File: config.mk
export PLATFORM = sky130hd
export DESIGN_NAME = cdb_arbiter_param
export DESIGN_NICKNAME = d
export VERILOG_FILES = /design/src/rtl/cdb_arbiter_param_pkg.sv /design/src/rtl/cdb_age_select.sv /design/src/rtl/cdb_arbiter_param.sv
export SDC_FILE = /design/constraint.sdc
export NUM_CORES = 1
export LEC_CHECK = 0
export ABC_AREA = 1
export BUFFER_PORTS_ARGS = -buffer_cell sky130_fd_sc_hd__buf_2
export CAP_MARGIN = 20
export CORE_AREA = 2 2 179 181
export CTS_BUF_LIST = sky130_fd_sc_hd__clkbuf_4 sky130_fd_sc_hd__clkbuf_8
export DETAILED_ROUTE_END_ITERATION = 16
export DIE_AREA = 0 0 181 183
export GPL_TIMING_DRIVEN = 0
export PLACE_DENSITY = 0.79
export SLEW_MARGIN = 20
export SYNTH_ARGS = -nofsm -noshare
export SYNTH_HDL_FRONTEND = slang
export SYNTH_HIERARCHICAL = 1
export SYNTH_SLANG_ARGS = --single-unit
export TNS_END_PERCENT = 20
File: constraint.sdc
create_clock -name clk_i -period 33.5 [get_ports clk_i]
set_input_delay 6.7 -clock clk_i [delete_from_list [all_inputs] [get_ports clk_i]]
set_output_delay 6.7 -clock clk_i [all_outputs]
set_load 0.03 [all_outputs]
File: src/rtl/cdb_arbiter_param_pkg.sv
// Shared definitions for the CDB arbiter: default geometry, the source request
// record and the starve-counter width helper.
package cdb_arbiter_param_pkg;

  localparam int DEF_N_SRC        = 8;
  localparam int DEF_N_CDB        = 2;
  localparam int DEF_ROB_IDX_W    = 4;
  localparam int DEF_DATA_W       = 32;
  localparam int DEF_EX_W         = 8;
  localparam int DEF_STARVE_LIMIT = 7;

  typedef struct packed {
    logic [DEF_ROB_IDX_W-1:0] reorder;
    logic [DEF_DATA_W-1:0]    data;
    logic [DEF_EX_W-1:0]      ex;
  } cdb_src_req_t;

  function automatic int starve_cnt_w(input int limit);
    return (limit < 1) ? 1 : $clog2(limit + 1);
  endfunction

endpackage

File: src/rtl/cdb_age_select.sv
// One CDB slot picker: urgent beats non-urgent, then smallest age, then lowest
// index. Purely combinational; the caller masks out earlier slots' picks.
module cdb_age_select #(
  parameter int N_SRC = 8,
  parameter int AGE_W = 4
) (
  input  logic [N_SRC-1:0]            req_i,
  input  logic [N_SRC-1:0][AGE_W-1:0] age_i,
  input  logic [N_SRC-1:0]            urgent_i,
  output logic [N_SRC-1:0]            pick_o
);

  logic             found;
  logic             best_urg;
  logic [AGE_W-1:0] best_age;
  logic [N_SRC-1:0] best_oh;

  // Strict comparisons keep the earlier (lower) index on a full tie.
  always_comb begin
    found    = 1'b0;
    best_urg = 1'b0;
    best_age = '0;
    best_oh  = '0;
    for (int i = 0; i < N_SRC; i++) begin
      if (req_i[i] && (!found ||
                       (urgent_i[i] && !best_urg) ||
                       ((urgent_i[i] == best_urg) && (age_i[i] < best_age)))) begin
        found    = 1'b1;
        best_urg = urgent_i[i];
        best_age = age_i[i];
        best_oh  = N_SRC'(1) << i;
      end
    end
    pick_o = best_oh;
  end

endmodule

File: src/rtl/cdb_arbiter_param.sv
// Common-data-bus arbiter: oldest-first (relative to ROB head) selection of up
// to N_CDB results per cycle with a per-source starvation guard.
module cdb_arbiter_param
  import cdb_arbiter_param_pkg::*;
#(
  parameter int N_SRC        = DEF_N_SRC,
  parameter int N_CDB        = DEF_N_CDB,
  parameter int ROB_IDX_W    = DEF_ROB_IDX_W,
  parameter int DATA_W       = DEF_DATA_W,
  parameter int EX_W         = DEF_EX_W,
  parameter int STARVE_LIMIT = DEF_STARVE_LIMIT
) (
  input  logic                                clk_i,
  input  logic                                rst_i,
  input  logic                                flush_i,
  input  logic [ROB_IDX_W-1:0]                rob_head_i,
  input  logic [N_SRC-1:0]                    src_valid_i,
  input  logic [N_SRC-1:0][ROB_IDX_W-1:0]     src_reorder_i,
  input  logic [N_SRC-1:0][DATA_W-1:0]        src_data_i,
  input  logic [N_SRC-1:0][EX_W-1:0]          src_ex_i,
  output logic [N_SRC-1:0]                    src_ack_o,
  output logic [N_CDB-1:0]                    cdb_valid_o,
  output logic [N_CDB-1:0][ROB_IDX_W-1:0]     cdb_reorder_o,
  output logic [N_CDB-1:0][DATA_W-1:0]        cdb_data_o,
  output logic [N_CDB-1:0][EX_W-1:0]          cdb_ex_o
);

  localparam int             CNT_W = starve_cnt_w(STARVE_LIMIT);
  localparam logic [CNT_W-1:0] LIMIT = CNT_W'(STARVE_LIMIT);

  logic [N_SRC-1:0][ROB_IDX_W-1:0] age;
  logic [N_SRC-1:0]                urgent;
  logic [N_SRC-1:0][CNT_W-1:0]     cnt_q, cnt_d;
  logic [N_CDB:0][N_SRC-1:0]       taken;
  logic [N_CDB-1:0][N_SRC-1:0]     pick;
  logic [N_SRC-1:0]                grant;

  logic [N_CDB-1:0]                cdb_valid_q, cdb_valid_d;
  logic [N_CDB-1:0][ROB_IDX_W-1:0] cdb_reorder_q, cdb_reorder_d;
  logic [N_CDB-1:0][DATA_W-1:0]    cdb_data_q, cdb_data_d;
  logic [N_CDB-1:0][EX_W-1:0]      cdb_ex_q, cdb_ex_d;

  // Age wraps in ROB_IDX_W bits, so rob_head movement re-ranks immediately.
  for (genvar i = 0; i < N_SRC; i++) begin : g_src
    assign age[i]    = src_reorder_i[i] - rob_head_i;
    assign urgent[i] = (cnt_q[i] == LIMIT);
  end

  assign taken[0] = '0;
  for (genvar s = 0; s < N_CDB; s++) begin : g_slot
    cdb_age_select #(
      .N_SRC (N_SRC),
      .AGE_W (ROB_IDX_W)
    ) u_sel (
      .req_i    (src_valid_i & ~taken[s]),
      .age_i    (age),
      .urgent_i (urgent),
      .pick_o   (pick[s])
    );
    assign taken[s+1] = taken[s] | pick[s];
  end

  assign grant     = (flush_i || rst_i) ? '0 : taken[N_CDB];
  assign src_ack_o = grant;

  always_comb begin
    cnt_d = cnt_q;
    for (int i = 0; i < N_SRC; i++) begin
      if (flush_i || !src_valid_i[i] || grant[i]) cnt_d[i] = '0;
      else if (cnt_q[i] != LIMIT)                 cnt_d[i] = cnt_q[i] + 1'b1;
    end
  end

  always_comb begin
    cdb_reorder_d = '0;
    cdb_data_d    = '0;
    cdb_ex_d      = '0;
    for (int s = 0; s < N_CDB; s++) begin
      cdb_valid_d[s] = (|pick[s]) && !flush_i;
      for (int i = 0; i < N_SRC; i++) begin
        if (pick[s][i]) begin
          cdb_reorder_d[s] = cdb_reorder_d[s] | src_reorder_i[i];
          cdb_data_d[s]    = cdb_data_d[s]    | src_data_i[i];
          cdb_ex_d[s]      = cdb_ex_d[s]      | src_ex_i[i];
        end
      end
    end
  end

  always_ff @(posedge clk_i or posedge rst_i) begin
    if (rst_i) begin
      cnt_q         <= '0;
      cdb_valid_q   <= '0;
      cdb_reorder_q <= '0;
      cdb_data_q    <= '0;
      cdb_ex_q      <= '0;
    end else begin
      cnt_q         <= cnt_d;
      cdb_valid_q   <= cdb_valid_d;
      cdb_reorder_q <= cdb_reorder_d;
      cdb_data_q    <= cdb_data_d;
      cdb_ex_q      <= cdb_ex_d;
    end
  end

  assign cdb_valid_o   = cdb_valid_q;
  assign cdb_reorder_o = cdb_reorder_q;
  assign cdb_data_o    = cdb_data_q;
  assign cdb_ex_o      = cdb_ex_q;

  // A pending, unacked result must hold its payload until granted.
  for (genvar i = 0; i < N_SRC; i++) begin : g_chk
    a_payload_stable : assert property (@(posedge clk_i) disable iff (rst_i)
      (src_valid_i[i] && !src_ack_o[i] && !flush_i) |=>
      (!src_valid_i[i] || ($stable(src_reorder_i[i]) && $stable(src_data_i[i]) &&
                           $stable(src_ex_i[i]))));
  end

endmodule

Word level (Yosys, flattened, before mapping)
Index checks and enable logic that the tools add are counted.
Cells by class
  shift-type cells: 0
  reductions and logical operators: 136
  multipliers: 0
  equal/unequal tests: 30
  multiplexer cells: 123
  divide/modulo/power cells: 0
  magnitude comparators: 14
  add/sub/neg operators: 16
  bitwise gates (word level): 45
Operators by type and width (number)
  $mux W32: 16
  $or A32 B32 Y32: 14
  $mux W8: 19
  $mux W4: 32
  $or A8 B8 Y8: 15
  $lt A4 B4 Y1: 14
  $or A4 B4 Y4: 14
  $mux W3: 18
  $logic_or A1 B1 Y1: 45
  $logic_and A1 B1 Y1: 44
  $logic_not A1 Y1: 37
  $sub A4 B4 Y4: 8
  $mux W1: 30
  $add A3 B1 Y3 const B: 8
  $eq A3 B3 Y1 const B: 8
  $ne A3 B3 Y1 const B: 8
  $reduce_bool A2 Y1: 8
  $reduce_or A8 Y1: 2
  $eq A1 B1 Y1: 14
  $mux W7: 2
  $mux W6: 2
  $mux W5: 2
  $and A8 B8 Y8: 1
  $not A8 Y8: 1
  $mux W2: 2
Word-level totals
  logic and storage cells: 379
  bits in writable memories: 0
  memories kept: 0
  bits in registers: 114
  bits in latches: 0
  output and inout bits: 98
  input bits: 367
  memory bits (read-only): 0

Depth between registers and ports, before layout
  depth in word-level cells: 104
  mapped depth: 151
  depth with buffers taken out: 140

Modules after synthesis
Netlist, hierarchy kept.
Modules (own cells, without submodules)
  cdb_arbiter_param: cells an instance 1760, seq. area each 2852.7 um^2, area an instance 10153.5 um^2, times used 1
  cdb_age_select at g_slot[0].u_sel: cells an instance 238, seq. area each 0.0 um^2, area an instance 1363.8 um^2, times used 1
  cdb_age_select at g_slot[1].u_sel: cells an instance 238, seq. area each 0.0 um^2, area an instance 1317.5 um^2, times used 1

Worst setup path before layout
No wires, ideal clock.
  path type: input to output
  start point: in rob_head_i[2]
  end point: out src_ack_o[6]
  cell stages on the path: 125
  required time: 26.800 ns
  arrival: 21.927 ns
  buffers on the path: 11
  slack: 4.873 ns
  cells stage by stage: inv_1 > ha_1 > nand2_1 > nand2_1 > nor2_1 > nand2_1 > nand2_1 > nand2_1 > ha_1 > a211oi_1 > nand2_1 > nand2_2 > nand2_4 > inv_1 > nand2_1 > o21ai_0 > inv_1 > ha_1 > [... 89 more ...] > a211oi_1 > nand2_1 > nand2_2 > nand2_2 > buf_2 > nand2_1 > o21ai_1 > ha_1 > nand2_1 > nand2_1 > nor2_1 > nand2_2 > nand2_2 > a21oi_1 > clkbuf_2 > buf_6 > o21ai_2 > inv_1
RTL lines
  from (decl): line cdb_arbiter_param.sv:16  | input logic [ROB_IDX_W-1:0] rob_head_i,
  to (decl): line cdb_arbiter_param.sv:21  | output logic [N_SRC-1:0] src_ack_o,

==> results.ini <==
[floorplan]
dieHeight_um = 183
start_util_pct = 41.1
io_pins = 465
dieArea_um2 = 33100
coreArea_um2 = 31200
die_w_um = 181
rows = 65

[cts]
cts_tree = yes
cts_hold_buf = 0
htree_levels = 4
clk_latency_ns = 0.49
cts.sinks = 114
cts_made_buffers = 17
path_clk_slew_ns = 0.08
clockRootBuffer = clkbuf_8
clock_path_buffers = 2

[timing]
slew_violations = 0
skew_ns = 0.0200
finalSetupViolations = 0
rsz0062_at_grt = no
post-route-min-period_ns = 31.70
layout_setup_ws_ns = 1.80
worst_pin_slew_ns = 0.624
maxSlewHeadroom_pct = 58.4
post-route-period-util_pct = 94.6
finalHoldViolCount = 0
fmax_mhz = 31.5
setup_tns_ns = 0

[place]
finalWeightedCongestion = 1.01
port_buffers = 464
dp_hpwl_um = 53900
dpl_worst_slack_ns = 1.61
dp_cells = 3103

[routing]
final_antenna_net_count = 0
dr.first_iter.drc_count = 1847
drc = 0
wirelength_um = 69000
viasPerCell = 5.43
detail_route.first_pass.iterations = 7
wire_per_inst_um = 21.8
num_vias = 17200

[global_routing]
grt_pass1_vias = 16400
grt_max_degree = 70
grt_use_total_pct = 40.5
grt_pass1_wl_um = 99000
antenna_found_initial = 22
global_route.overflow_total = 0

[critical_path]
crit_top_cell = nand2_1
crit_arrival_ns = 25.00
critical-path-top-delay-family = simple AND/OR/NAND/NOR gates
cp-start-kind = primary input
critPathRequiredTime_ns = 26.80
slowest_stage = ha_1
worstPathMaxFanout = 10
critical_path.max_stage_delay_ns = 0.43
end_kind = output pin
cp_num_buf_inv = 20
crit_type = in -> out

[synth]
synthFlopType = dfrtp_1
avgSynthCellArea_um2 = 5.74
synth.area.mux_share_pct = 0
ys_types = 36
synth_edf_count = 0
synthArstFlopShare_pct = 100
synth_nets = 2707
synth_xor_area_share_pct = 1.50
synth_common_cells = nand2_1, nor2_1, inv_1, dfrtp_1, ha_1
seq_area_frac_synth_pct = 22.2
synth.most_common_cell = nand2_1
ys_warn_count = 6
synth-simple-area-share_pct = 47.0
syn_area_um2 = 12800
syn_inst = 2236
synth_area_leaders = nand2_1, dfrtp_1, ha_1, nor2_1, inv_1
synth_top_area_share_pct = 34.4
yosysTopAreaCell = nand2_1
synth-compound-area-share_pct = 8.03
ys_ff_latch = 114
synthAdderAreaFrac_pct = 10.6
synth_top_family_by_area = simple AND/OR/NAND/NOR gates

[layout]
final_nets = 3192
nFillCells = 3326
regArea_um2 = 2850
drive_above_1_share_pct = 23.6
area_growth_pct = 26.6
fin_cells = 3159
multiInputGateArea_um2 = 8610

[hold_path]
hold_class = reg -> reg

[flow_run]
cap_violations = 0

[power]
ir_drop_uv = 86.8
p_per_area_nw_per_um2 = 120
p_leak_uw = 0.0101

[outcome]
status = completed

## flip-flops by register name (all words and copies together), names as in the netlist
signal and flops:
cdb_data_o 64, cdb_ex_o 16, cdb_valid_o 2, cnt_q 24, cdb_reorder_o 8
## cells by family after synthesis
group / Yosys count
simple gates: 1527
compound gates: 189
fa+ha+maj: 104
buf+inv: 280
xor+xnor: 22
flops: 114
## per-layer routing
| layer | vias to the layer above | global-route usage (%) | part of all wire [%] |
|---|---|---|---|
| met2 | 1233 | 64.3 | 43 |
| li1 | 7862 | - | - |
| met5 | - | 0.148 | 0.041 |
| met4 | 4 | 29.7 | 8.2 |
| met3 | 352 | 10.9 | 12 |
| met1 | 7709 | 47.3 | 37 |
## report_power, final
part	switching, uW	internal, uW
sequential	19.6	209
combinational	1110	447
clock	72.5	97.0
## final cells by class
cell class / count / area share (%)
multi-input cells: 1842 / 53.0
flip-flops and latches: 114 / 17.6
repair buffers: 466 / 14.5
inverters: 192 / 4.54
plain buffers: 88 / 3.97
well taps: 402 / 3.10
clock buffers: 23 / 1.83
clock inverters: 9 / 1.09
diodes: 23 / 0.354
## cells in the final DEF (no fill, tap or decap), types with 2 or more instances in the layout
master / Yosys / routed
nand4_1: 6 / 6
a21boi_0: 16 / 16
clkbuf_2: 1 / 2
o21ai_0: 63 / 62
fa_1: 8 / 8
nand2_1: 1177 / 1177
o21ai_1: 42 / 43
diode_2: 0 / 23
clkbuf_4: 0 / 4
clkbuf_8: 0 / 20
nand3_2: 4 / 4
nand3_1: 81 / 81
clkinv_2: 0 / 2
buf_2: 34 / 497
inv_1: 182 / 179
nand2_2: 30 / 30
nand2_4: 9 / 9
a21oi_1: 54 / 54
buf_6: 22 / 22
clkinvlp_4: 0 / 3
xnor2_1: 11 / 11
clkbuf_1: 3 / 2
a21boi_1: 2 / 2
a31o_2: 2 / 2
xor2_1: 11 / 11
bufinv_16: 0 / 5
nor2_1: 217 / 217
dfrtp_1: 114 / 114
inv_2: 8 / 8
a211oi_1: 7 / 7
inv_6: 1 / 2
ha_1: 96 / 96
buf_4: 26 / 27
## stage by stage
step	util (%)	hold slack, ns	total power (uW)	area [um^2]
floorplan	-	0.526	1200	12800
global placement	50.1	0.541	1710	15700
detailed placement	50.2	0.554	1730	15700
CTS	51.8	0.576	1900	16200
global route	52.0	0.606	2070	16200
finish	52.0	0.577	1950	16200
## final timing paths
path | cells after the start | from | end | slack, ns
setup / recovery | 129 | rob_head_i[2] | src_ack_o[6] | 1.80
hold reg to reg | 2 | cnt_q[21] | cnt_q[21] | 0.58
min in group asynchronous | 2 | rst_i | cdb_data_o[35] | 6.24
hold / removal | 2 | cnt_q[21] | cnt_q[21] | 0.58
setup reg to reg | 123 | cnt_q[3] | cdb_reorder_o[5] | 15.30
max in group asynchronous | 3 | rst_i | cdb_data_o[46] | 26.50
## repair_timing
item                                   CTS  global route
endpoints found under the hold margin    0             0
setup endpoints to repair                0             8
setup buffers                            0             1
resized for setup                        0             6
## worst reg2reg max path, delay by kind of cell, from the launching register on
family	cells	cell delay (ns)
buffers and inverters	16	2.72
AND/OR/NAND/NOR	69	5.74
flip-flops	1	0.40
adder cells (fa/ha/maj)	16	4.73
AO/OA/AOI/OAI	22	4.45
No activity file was read; power rests on OpenSTA's default activity.
